File: config.mk
export PLATFORM = sky130hd
export DESIGN_NAME = control_unit
export DESIGN_NICKNAME = d
export VERILOG_FILES = /design/src/rtl/control_unit.sv
export SDC_FILE = /design/constraint.sdc
export NUM_CORES = 1
export LEC_CHECK = 0
export ABC_AREA = 1
export CORE_MARGIN = 2
export CORE_UTILIZATION = 25
export CTS_CLUSTER_SIZE = 20
export DETAILED_ROUTE_END_ITERATION = 10
export SYNTH_ARGS = -nofsm -noshare
export SYNTH_HDL_FRONTEND = slang
export SYNTH_SLANG_ARGS = --single-unit
File: constraint.sdc
create_clock -name clk -period 1.4 [get_ports clk]
set_input_delay 0.28 -clock clk [delete_from_list [all_inputs] [get_ports clk]]
set_output_delay 0.28 -clock clk [all_outputs]
set_load 0.05 [all_outputs]
File: src/rtl/control_unit.sv
// ============================================================================
// Module      : control_unit
// Description : Multi-cycle MIPS-style control FSM. It drives the datapath
//               enables and mux selects from the current state and the decoded
//               opcode/funct.
// Revision    : 1.0 - initial release
// ============================================================================
`default_nettype none

module control_unit #(
    parameter logic [5:0] GPIN_OPCODE = 6'b111111
) (
    input  logic       clk,
    input  logic       reset,
    input  logic [5:0] Op,
    input  logic [5:0] Funct,
    input  logic       Zero,
    output logic       PC_En,
    output logic       I_or_D,
    output logic       Mem_Write,
    output logic       IR_Write,
    output logic       Reg_Write,
    output logic [1:0] Reg_Dst,
    output logic [1:0] Mem_to_Reg,
    output logic       ALU_Src_A,
    output logic [1:0] ALU_Src_B,
    output logic [1:0] PC_Src,
    output logic [2:0] ALU_Control,
    output logic       Retire,
    output logic       Illegal_Instr
);

    localparam logic [5:0] c_OP_RTYPE = 6'b000000;
    localparam logic [5:0] c_OP_LW    = 6'b100011;
    localparam logic [5:0] c_OP_SW    = 6'b101011;
    localparam logic [5:0] c_OP_BEQ   = 6'b000100;
    localparam logic [5:0] c_OP_BNE   = 6'b000101;
    localparam logic [5:0] c_OP_ADDI  = 6'b001000;
    localparam logic [5:0] c_OP_J     = 6'b000010;
    localparam logic [5:0] c_OP_JAL   = 6'b000011;
    localparam logic [5:0] c_FN_JR    = 6'b001000;

    localparam logic [2:0] c_ALU_ADD = 3'b010;
    localparam logic [2:0] c_ALU_SUB = 3'b110;
    localparam logic [2:0] c_ALU_AND = 3'b000;
    localparam logic [2:0] c_ALU_OR  = 3'b001;
    localparam logic [2:0] c_ALU_SLT = 3'b111;

    typedef enum logic [3:0] {
        FETCH     = 4'd0,
        DECODE    = 4'd1,
        MEM_ADR   = 4'd2,
        MEM_READ  = 4'd3,
        MEM_WB    = 4'd4,
        MEM_WRITE = 4'd5,
        EXECUTE   = 4'd6,
        ALU_WB    = 4'd7,
        BRANCH    = 4'd8,
        ADDI_EX   = 4'd9,
        ADDI_WB   = 4'd10,
        JUMP      = 4'd11,
        JR        = 4'd12,
        GPIN_WB   = 4'd13
    } state_t;

    state_t     r_state;
    state_t     w_next;
    logic       w_funct_ok;
    logic [2:0] w_funct_alu;

    always_ff @(posedge clk) begin
        if (reset) begin
            r_state <= FETCH;
        end else begin
            r_state <= w_next;
        end
    end

    // R-type funct decode, shared by DECODE (legality) and EXECUTE (ALU op)
    always_comb begin
        w_funct_ok  = 1'b1;
        w_funct_alu = c_ALU_ADD;
        case (Funct)
            6'b100000, 6'b100001: w_funct_alu = c_ALU_ADD;
            6'b100010, 6'b100011: w_funct_alu = c_ALU_SUB;
            6'b100100:            w_funct_alu = c_ALU_AND;
            6'b100101:            w_funct_alu = c_ALU_OR;
            6'b101010:            w_funct_alu = c_ALU_SLT;
            default:              w_funct_ok  = 1'b0;
        endcase
    end

    always_comb begin
        w_next        = FETCH;
        PC_En         = 1'b0;
        I_or_D        = 1'b0;
        Mem_Write     = 1'b0;
        IR_Write      = 1'b0;
        Reg_Write     = 1'b0;
        Reg_Dst       = 2'b00;
        Mem_to_Reg    = 2'b00;
        ALU_Src_A     = 1'b0;
        ALU_Src_B     = 2'b00;
        PC_Src        = 2'b00;
        ALU_Control   = c_ALU_ADD;
        Retire        = 1'b0;
        Illegal_Instr = 1'b0;

        case (r_state)
            FETCH: begin
                IR_Write  = 1'b1;
                ALU_Src_B = 2'b01;
                PC_En     = 1'b1;
                w_next    = DECODE;
            end
            DECODE: begin
                ALU_Src_B = 2'b11;
                case (Op)
                    c_OP_LW, c_OP_SW:   w_next = MEM_ADR;
                    c_OP_BEQ, c_OP_BNE: w_next = BRANCH;
                    c_OP_ADDI:          w_next = ADDI_EX;
                    c_OP_J:             w_next = JUMP;
                    c_OP_JAL: begin
                        // Link register gets PC+4, still held in ALU_Out from FETCH
                        Reg_Write = 1'b1;
                        Reg_Dst   = 2'b10;
                        w_next    = JUMP;
                    end
                    c_OP_RTYPE: begin
                        if (Funct == c_FN_JR) begin
                            w_next = JR;
                        end else if (w_funct_ok) begin
                            w_next = EXECUTE;
                        end else begin
                            Illegal_Instr = 1'b1;
                            Retire        = 1'b1;
                        end
                    end
                    default: begin
                        if (Op == GPIN_OPCODE) begin
                            w_next = GPIN_WB;
                        end else begin
                            Illegal_Instr = 1'b1;
                            Retire        = 1'b1;
                        end
                    end
                endcase
            end
            MEM_ADR: begin
                ALU_Src_A = 1'b1;
                ALU_Src_B = 2'b10;
                w_next    = (Op == c_OP_LW) ? MEM_READ : MEM_WRITE;
            end
            MEM_READ: begin
                I_or_D = 1'b1;
                w_next = MEM_WB;
            end
            MEM_WB: begin
                Mem_to_Reg = 2'b01;
                Reg_Write  = 1'b1;
                Retire     = 1'b1;
            end
            MEM_WRITE: begin
                I_or_D    = 1'b1;
                Mem_Write = 1'b1;
                Retire    = 1'b1;
            end
            EXECUTE: begin
                ALU_Src_A   = 1'b1;
                ALU_Control = w_funct_alu;
                w_next      = ALU_WB;
            end
            ALU_WB: begin
                Reg_Dst   = 2'b01;
                Reg_Write = 1'b1;
                Retire    = 1'b1;
            end
            BRANCH: begin
                ALU_Src_A   = 1'b1;
                ALU_Control = c_ALU_SUB;
                PC_Src      = 2'b01;
                PC_En       = (Op == c_OP_BNE) ? ~Zero : Zero;
                Retire      = 1'b1;
            end
            ADDI_EX: begin
                ALU_Src_A = 1'b1;
                ALU_Src_B = 2'b10;
                w_next    = ADDI_WB;
            end
            ADDI_WB: begin
                Reg_Write = 1'b1;
                Retire    = 1'b1;
            end
            JUMP: begin
                PC_Src = 2'b10;
                PC_En  = 1'b1;
                Retire = 1'b1;
            end
            JR: begin
                // rt is $0 in the jr encoding, so A + B is just rs
                ALU_Src_A = 1'b1;
                PC_En     = 1'b1;
                Retire    = 1'b1;
            end
            GPIN_WB: begin
                Mem_to_Reg = 2'b10;
                Reg_Write  = 1'b1;
                Retire     = 1'b1;
            end
            default: w_next = FETCH;
        endcase

        if (reset) begin
            PC_En         = 1'b0;
            IR_Write      = 1'b0;
            Mem_Write     = 1'b0;
            Reg_Write     = 1'b0;
            Retire        = 1'b0;
            Illegal_Instr = 1'b0;
        end
    end

endmodule

`default_nettype wire

==> run summary <==
outcome = complete, but fails checks
Syn Area/Cell = 5.46 um2
period utilization = 129%
CP Cell Sequence = nor2_4, inv_4, nor2_1, inv_1, o211ai_1, buf_12
failing checks = negative setup slack
WL/cell = 16.5 um
vias in the first global route = 1442
share of post-route cells with drive strength above 1 = 79.0%
FF-to-FF End = r_state[3]$_SDFF_PP0_
MaxCap Viol Count = 0
Max FO, Critical Path = 5
Detail Route Antenna Nets = 0
vias per cell = 5.20
Hold WC Path Type = in2reg
Synth area leader = nor2_1
RD Place Congestion = 0.857
Cells after Synth = 136
Port Buffers = 33
max reg flops = 4
Slew @ Worst Pin = 290 ps
CP startpoint kind = flop
area share of the largest cell type after synthesis = 12.1%
top-count cell post-synth = nor2_1
fillers = 151
Cell variety after synth = 24
DRC violation count after routing = 0
setup_tns = -4900 ps
PwrDens = 401 nW/um2
initial antenna violation count = 0
Die Y-Extent = 58.5 um
Area Growth Syn to Fin = 205%
clk sinks = 4
Hold Path End = r_state[2]$_SDFF_PP0_
biggest regs = r_state (4)
dpl ws = -701 ps
CTS clk-pin slew, worst paths = 40 ps
Leak Pwr = 0.000963 uW
effective utilization at floorplan = 26.7%
Mapped Nets = 151
FMAX = 0.553 GHz
min-delay src = Op[5]
Commonest cells post-synth = 24 x nor2_1, 22 x inv_1, 22 x nand2_1
Seq cells post-synth = 4
Most flops, register = r_state
worst reg2reg path startpoint = r_state[0]$_SDFF_PP0_
Die W = 58.5 um
dpl hpwl = 2.37 mm
Setup-failing EPs final = 21
DP Cell Count = 237
H-tree levels = 1
CTS Hold Bufs = 0
crit path kind = reg2out
Hold Path Depth = 4
Die ar. = 3420 um2
RSZ-0062 raised after global routing = yes
Nets = 255
CP Capture Type = output pin
antenna cell count = 0
Buf/Inv on CP = 3
Crit-path slowest cell = dfxtp_4
total number of vias = 1400
Synth area leaders = nor2_1 12%, inv_1 11%, nand2_1 11%, dfxtp_1 11%, nand3_1 8.1%
CTS tree = built
synth warn = 0
Total GRT Usage = 24.4%
largest stage delay on the critical path = 380 ps
I/O pins = 34
CP delay by family, top = buffers and inverters
critical path depth = 6
Worst R2R Path Depth = 9
pin count of the biggest net entering global routing = 10
Core Rows = 19
first-pass GRT wire length = 6.35 mm
Post-synth EDFFs = 0
CTS Buf Count = 3
Worst Clk Skew = 4.83 ps
routed wire length = 4.45 mm
peak supply drop = 0.369 mV
async set-reset flop share out of synthesis = 0%
Placeable Area = 2780 um2
WP data required = 1120 ps
Layout Utilization = 81.4%
final worst slack = -408 ps
GRT overflow = 0
Slew headroom = 80.4%
Final Hold Vio Count = 0
mapped cell area = 742 um2
Finished Layout Cells = 269
min cycle time layout = 1810 ps
Final Max Tran Viols = 0
Post-synth top flop = dfxtp_1
Clock Latency Late Sink = 250 ps
critical path data arrival time = 1530 ps
Clock Path Buffers = 2
Seq/Total Area, Yosys = 10.8%
root buffer cell = clkbuf_4
1st-pass router iterations = 4
Worst R2R Setup Slack = -40 ps
Iter 0 DRT Violations = 52
-- area by class of cell --
type / count / area, um2 / area share, %
timing repair buffer: 100 / 1060 / 46.7
inverter: 26 / 128 / 5.64
multi-input combinational: 105 / 926 / 40.9
tap: 31 / 38.8 / 1.71
sequential: 4 / 92.6 / 4.09
clock buffer: 3 / 22.5 / 0.995
-- how the worst max path moves through the flow --
stage | slack, ps | end | start
4_1_cts | -310 | Retire | r_state[2]$_SDFF_PP0_
2_1_floorplan | -280 | PC_En | r_state[3]$_SDFF_PP0_
3_3_place_gp | -650 | PC_En | Op[5]
3_5_place_dp | -700 | PC_En | Op[4]
6_report | -410 | ALU_Src_A | r_state[2]$_SDFF_PP0_
5_1_grt | -430 | Retire | r_state[2]$_SDFF_PP0_
-- stage by stage --
step,cell area [um2],total power (uW),hold slack [ps]
3_5_place_dp,1750,602,668
2_1_floorplan,922,369,559
4_1_cts,2150,840,507
6_report,2260,908,537
3_3_place_gp,1750,590,656
5_1_grt,2260,932,557
-- power by group --
part           internal, uW  switching, uW  total, uW
Clock                  96.7           59.4        156
Combinational           293            333        625
Sequential              117           10.1        127
-- kinds of logic after synthesis --
group,count (synthesis),synth area share [%]
AO/OA/AOI/OAI,24,19.2
buffers and inverters,27,14.2
flip-flops,4,10.8
AND/OR/NAND/NOR,81,55.8
-- cells in the final DEF, fill, tap and decap left out, drive strengths merged --
cell           count
nand4              4
o22ai              1
o211ai             1
clkdlybuf4s50      1
or2                1
a21oi              8
a31oi              4
buf               97
clkinvlp           2
o21a               1
nor4               1
nand2             25
o21ai              9
inv               24
nor2              33
clkbuf             3
clkdlybuf4s15      1
nand3             15
nor3               2
dlygate4sd2        1
dfxtp              4
-- routing by layer --
| metal | track usage, % | up-vias | part of all wire (%) |
|---|---|---|---|
| met2 | 46.2 | 73 | 55 |
| met1 | 25.2 | 649 | 33 |
| met5 | 0 | - | 0 |
| met4 | 16.6 | 0 | 6.1 |
| met3 | 1.98 | 28 | 5.4 |
| li1 | - | 650 | - |
-- worst register-to-register path: stages (launching register included) --
cell and delay, ps:
dfxtp_2 350, inv_4 50, nor2_4 170, inv_4 90
nor2_8 140, buf_4 140, nand2_1 80, nand2_2 110
nand2_2 80, a21oi_2 140
-- timing repair --
| item | CTS | global route |
|---|---|---|
| pin swaps | 32 | 16 |
| buffers inserted | 29 | 3 |
| gates resized for setup | 113 | 28 |
| endpoints found under the setup margin | 23 | 22 |
Power figures use the tool's default switching activity.
==> RTL edit 1, RTL diff (config.mk and constraints unchanged) <==
Make the reset (`reset`) asynchronous in one clocked block.
--- a/src/rtl/control_unit.sv
+++ b/src/rtl/control_unit.sv
@@ -68,7 +68,7 @@
     logic       w_funct_ok;
     logic [2:0] w_funct_alu;
 
-    always_ff @(posedge clk) begin
+    always_ff @(posedge clk or posedge reset) begin
         if (reset) begin
             r_state <= FETCH;
         end else begin
Behaviour: differs if reset is asserted again (counterexample within 4 cycles, from zero or initial values and one cycle with reset high); with reset held inactive, the same outputs for 10 cycles.
==> RTL edit 1 against the original RTL <==
The run still ends with setup timing left; clock skew is 0.0017 ns higher; wire length is 18% lower; worst setup slack worse by 0.11 ns; count of clock-buffer cells in the layout stayed put; cell area is 7.7% lower; sequential cell count stayed put; hold slack worse by 0.13 ns; synthesized area is 0.17% higher; global-route usage is 5.1 points lower; critical endpoint is now Reg_Write; highest routed layer unchanged.
Power is left out: it rests on default switching activity, and per cell area and clock period it moved more than threefold.
==> RTL edit 1: results (changes against the original RTL) <==
metric,value,unit,change
"Cell Area, Placed",0.00173,mm2,was 0.00175 mm2
pre-CTS setup slack,-0.643,ns,was -0.701 ns
Sequential Area,103,um2,was 92.6 um2
layout cells sized above 1,65.5,%,was 79.0%
DRT iter0 DRCs,47,,was 52
start point of the critical path,r_state[2],,unchanged
r2r worst-path depth,8,,was 9
multiplexer share of the synthesized area,0,%,unchanged
area share of the leading cell type in the synthesized netlist,15.7,%,was 12.1%
multi-input combinational area share,41.9,%,was 40.9%
Final Setup Violations,20,,was 21
Synth async-reset ratio,100,%,was 0%
IO Port Bufs,33,,unchanged
Crit path largest cell delay,0.40,ns,was 0.38 ns
Arrival @ worst endpoint,1.64,ns,was 1.53 ns
first-pass GRT wire length,5230,um,was 6350 um
Main synth FF type,dfrtp_1,,was dfxtp_1
Tot GR Track Use,19.4,%,was 24.4%
worst hold path class,in2async,,was in2reg
sequential share of the synthesized area,13.5,%,was 10.8%
reg2reg end,r_state[1],,was r_state[3]
buffer share of cell area,45.1,%,was 46.7%
invs w/o clock,25,,was 26
Post-Synthesis Net Count,158,,was 151
CP endpoint,Reg_Write,,was ALU_Src_A
HPWL after DPL,2430,um,was 2370 um
status,"complete, but fails checks",,unchanged
fillcell total,210,,was 151
post-synth cell types,19,,was 24
Worst-path clk slew,0.04,ns,about the same
Worst-Skew Late Latency,0.23,ns,was 0.25 ns
ANT cells,0,,unchanged
Layout Cells excl Fill,263,,was 269
largest net degree at the start of global routing,6,,was 10
Synth top cells by count,"nand2_1 (31), nor2_1 (31), inv_1 (19)",,"was nor2_1 (24), inv_1 (22), nand2_1 (22)"
Compound-Gate Fraction of Synth Area,13.3,%,was 19.2%
GP Congestion,0.899,,was 0.857
PnR worst setup slack,-0.517,ns,was -0.408 ns
"top cells by area, synth","nand2_1 (16%), nor2_1 (16%), dfrtp_1 (13%), nand3_1 (12%), inv_1 (9.6%)",,"was nor2_1 (12%), inv_1 (11%), nand2_1 (11%), dfxtp_1 (11%), nand3_1 (8.1%)"
Slew @ Worst Pin,0.269,ns,was 0.290 ns
failing checks,setup timing,,unchanged
fin area,0.00209,mm2,was 0.00226 mm2
ClkCell Share,1.08,%,was 0.995%
post-synthesis xor/xnor area fraction,0,%,unchanged
Area Overhead vs Synth,181,%,was 205%
count of multi-input gates,114,,was 105
initial antenna violation count,0,,unchanged
Final nets,249,,was 255
Syn Inst Count,143,,was 136
slowest CP cell,dfrtp_1,,was dfxtp_4
via/cell ratio,4.92,,was 5.20
vias in the first global route,1290,,was 1442
Detailed Route WL,3640,um,was 4450 um
Signal buffers,86,,was 100
worst-path fanout max,3,,was 5
reg2reg setup slack,0,ns,was -0.04 ns
top flop regs,r_state: 4 flops,,unchanged
Clock Skew,0.00651,ns,was 0.00483 ns
Max Cap Viol,0,,unchanged
==> RTL edit 1: metal layers <==
layer | wire length, um | vias up | global-route usage (%) | share of wire [%]
li1 | - | 637 | - | -
met1 | 1310 | 609 | 18.8 | 36
met2 | 2150 | 46 | 41.6 | 59
met3 | 162 | 2 | 1.98 | 4.4
met4 | 23 | 0 | 5.32 | 0.63
met5 | 0 | - | 0 | 0
==> RTL edit 1: metrics by stage <==
step / hold WS [ns] / TNS, ns
2_1_floorplan: 0.0615 / -2.04
3_3_place_gp: 0.647 / -5.90
3_5_place_dp: 0.654 / -6.58
4_1_cts: 0.417 / -5.88
5_1_grt: 0.425 / -7.85
6_report: 0.404 / -6.51
==> RTL edit 1: worst max-delay path: cells and delay by family, from the launching register on <==
kind	cells	cell delay (ns)
compound gates	1	0.08
buf+inv	4	0.39
flops	1	0.40
simple gates	4	0.53
==> RTL edit 1: timing repair <==
item,4_1_cts,5_1_grt
setup endpoints to repair,23,21
gates resized for setup,66,25
buffers inserted,6,5
pin swaps,19,7
==> RTL edit 2, RTL diff (config.mk and constraints unchanged) <==
Made on the original files. Add an input register stage for `Op`, without a reset; this delays it by one clock. The other inputs are not delayed to match.
--- a/src/rtl/control_unit.sv
+++ b/src/rtl/control_unit.sv
@@ -63,6 +63,12 @@
         GPIN_WB   = 4'd13
     } state_t;
 
+    logic [5:0] Op_q;
+
+    always_ff @(posedge clk) begin
+        Op_q <= Op;
+    end
+
     state_t     r_state;
     state_t     w_next;
     logic       w_funct_ok;
@@ -115,7 +121,7 @@
             end
             DECODE: begin
                 ALU_Src_B = 2'b11;
-                case (Op)
+                case (Op_q)
                     c_OP_LW, c_OP_SW:   w_next = MEM_ADR;
                     c_OP_BEQ, c_OP_BNE: w_next = BRANCH;
                     c_OP_ADDI:          w_next = ADDI_EX;
@@ -137,7 +143,7 @@
                         end
                     end
                     default: begin
-                        if (Op == GPIN_OPCODE) begin
+                        if (Op_q == GPIN_OPCODE) begin
                             w_next = GPIN_WB;
                         end else begin
                             Illegal_Instr = 1'b1;
@@ -149,7 +155,7 @@
             MEM_ADR: begin
                 ALU_Src_A = 1'b1;
                 ALU_Src_B = 2'b10;
-                w_next    = (Op == c_OP_LW) ? MEM_READ : MEM_WRITE;
+                w_next    = (Op_q == c_OP_LW) ? MEM_READ : MEM_WRITE;
             end
             MEM_READ: begin
                 I_or_D = 1'b1;
@@ -179,7 +185,7 @@
                 ALU_Src_A   = 1'b1;
                 ALU_Control = c_ALU_SUB;
                 PC_Src      = 2'b01;
-                PC_En       = (Op == c_OP_BNE) ? ~Zero : Zero;
+                PC_En       = (Op_q == c_OP_BNE) ? ~Zero : Zero;
                 Retire      = 1'b1;
             end
             ADDI_EX: begin
Check against the original RTL: not equivalent (a bounded check fails within 4 cycles, from zero or initial values and one cycle with reset high).
==> RTL edit 2 against the original RTL <==
The run still ends with setup timing left; hold slack lost 0.087 ns; total power grew 34%; cell area grew 4.7%; via count shrank 1.4%; wire length grew 0.11%; maximum frequency shrank 4.0%; sequential cell count grew 6; worst setup slack lost 0.075 ns; synthesized area grew 15%; largest cell class unchanged; largest power group unchanged; highest routed layer unchanged.
==> RTL edit 2: results (changes against the original RTL) <==
metric,value,unit,change
TritonRoute pass-1 iters,4,,unchanged
warning count from the yosys run,0,,unchanged
dpl cells,268,,was 237
reg2reg end,r_state[3],,unchanged
Syn Inst Count,146,,was 136
Worst-Skew Late Latency,0.26,ns,
Switching Fraction,36.6,%,was 44.3%
Synth async-reset ratio,0,%,unchanged
vias in the first global route,1432,,was 1442
failing checks,setup timing,,unchanged
Post-Synthesis Net Count,161,,was 151
via/cell ratio,4.80,,was 5.20
status,"complete, but fails checks",,unchanged
r2r worst-path depth,10,,was 9
largest net degree at the start of global routing,7,,was 10
Post-CTS Hold Buffers,0,,unchanged
Worst-path clk slew,0.07,ns,was 0.04 ns
DRT iter0 DRCs,41,,was 52
Clock Skew,0.0106,ns,was 0.00483 ns
"top cells by area, synth","dfxtp_1 (23%), nand2_1 (13%), nor2_1 (11%), inv_1 (11%), nand3_1 (7.6%)",,"was nor2_1 (12%), inv_1 (11%), nand2_1 (11%), dfxtp_1 (11%), nand3_1 (8.1%)"
Final nets,258,,was 255
HPWL after DPL,2650,um,was 2370 um
sequential share of the synthesized area,23.5,%,was 10.8%
Reg2Reg Launch Point,r_state[1],,was r_state[0]
Min-Delay Startpoint,Op[4],,was Op[5]
reg2reg setup slack,-0.10,ns,was -0.04 ns
Main synth FF type,dfxtp_1,,unchanged
post-synth cell types,25,,was 24
worst vdd ir,536,uV,was 369 uV
drt wl/cell,15.5,um,was 16.5 um
Min-Delay Endpoint,Op_q[4],,was r_state[2]
Hold Path Stages,1,,was 4
leakage,1.06,nW,was 0.963 nW
PnR worst setup slack,-0.483,ns,was -0.408 ns
worst-path fanout max,5,,unchanged
Synth top cells by count,"nand2_1 (30), nor2_1 (26), inv_1 (24)",,"was nor2_1 (24), inv_1 (22), nand2_1 (22)"
GP Congestion,0.865,,was 0.857
first-pass GRT wire length,6410,um,was 6350 um
layout cells sized above 1,69.8,%,was 79.0%
Slew @ Worst Pin,0.336,ns,was 0.290 ns
initial antenna violation count,0,,unchanged
fillcell total,229,,was 151
top flop regs,"Op_q: 6 flops, r_state: 4 flops",,was r_state: 4 flops
htree depth,1,,unchanged
Final Setup Violations,22,,was 21
worst hold path class,in2reg,,unchanged
Arrival @ worst endpoint,1.60,ns,was 1.53 ns
Detailed Route WL,4460,um,was 4450 um
Tot GR Track Use,20.3,%,was 24.4%
maximum clock insertion buffer count,2,,unchanged
## RTL edit 2: changes by cell type after synthesis, sizes merged, moves of 2 or more
cell   unedited run  this run
nand2            25        34
nor3              2         5
o21ai             9         2
dfxtp             4        10
nor2             33        31
a31oi             4         1
## RTL edit 2: critical path, stage by stage (launching register included)
cell      delay [ns]
dfxtp_4         0.38
nor2_4          0.14
inv_4           0.07
nor2_4          0.15
a21boi_2        0.20
o21ai_2         0.09
a31oi_4         0.15
buf_12          0.15
## RTL edit 2: worst max path at each step
stage                     startpoint       endpoint  slack (ns)  depth (start not counted)
after floorplan           r_state[1]          PC_En       -0.40                          6
after global placement      Funct[5]  Illegal_Instr       -0.58                         10
after detailed placement    Funct[5]  Illegal_Instr       -0.64                         10
after CTS                 r_state[1]      Reg_Write       -0.45                          9
after global routing      r_state[0]          PC_En       -0.55                          7
final                     r_state[0]          PC_En       -0.48                          7
## RTL edit 2: through the flow
stage	worst slack [ns]	util [%]	hold slack, ns	TNS [ns]	cell area [um2]
global route	-0.551	71.6	0.431	-7.07	2370
finish	-0.483	71.6	0.450	-5.78	2370
detailed placement	-0.640	57.7	0.723	-4.39	1910
global placement	-0.575	57.7	0.720	-3.91	1910
floorplan	-0.405	-	0.308	-2.10	1020
CTS	-0.446	67.8	0.448	-5.01	2240
## RTL edit 2: cells by family (layout without fill, tap and decap cells)
logic type	after synthesis	in the layout	share of synthesized area (%)
AOI/OAI and AO/OA	17	17	11.7
and+or+nand+nor	92	92	52.9
DFF	10	10	23.5
buffers and inverters	27	123	11.9
## RTL edit 2: power groups by stage
stage / sequential (W) / clock [W] / combinational [W]
finish: 0.000326 / 0.000255 / 0.000634
global route: 0.000327 / 0.000282 / 0.000667
CTS: 0.000322 / 0.000259 / 0.000572
detailed placement: 0.000329 / 0 / 0.000480
global placement: 0.000327 / 0 / 0.000472
floorplan: 0.000324 / 0 / 0.000228
## RTL edit 2: area by class of cell
type / count / area [um2] / share of cell area [%]
repair buffers: 93 / 1020 / 43.1
well taps: 46 / 57.6 / 2.43
multi-input cells: 109 / 902 / 38.1
flip-flops and latches: 10 / 230 / 9.71
inverters: 26 / 121 / 5.12
clock buffers: 4 / 36.3 / 1.53
## RTL edit 2: layer usage
metal  share of wire, %  vias up  track usage, %  wire [um]
met3                4.1        8            2.88        184
li1                   -      660               -          -
met5                  0        -               0          0
met1                 36      668            21.2       1610
met2                 57       45            40.6       2550
met4                2.4        0            6.94        108
## RTL edit 2: timing repair
action                                  4_1_cts  5_1_grt
buffers inserted                             16        9
pin swaps                                    20       18
endpoints found under the setup margin       22       23
gates cloned                                  0        0
resized for setup                            69       32
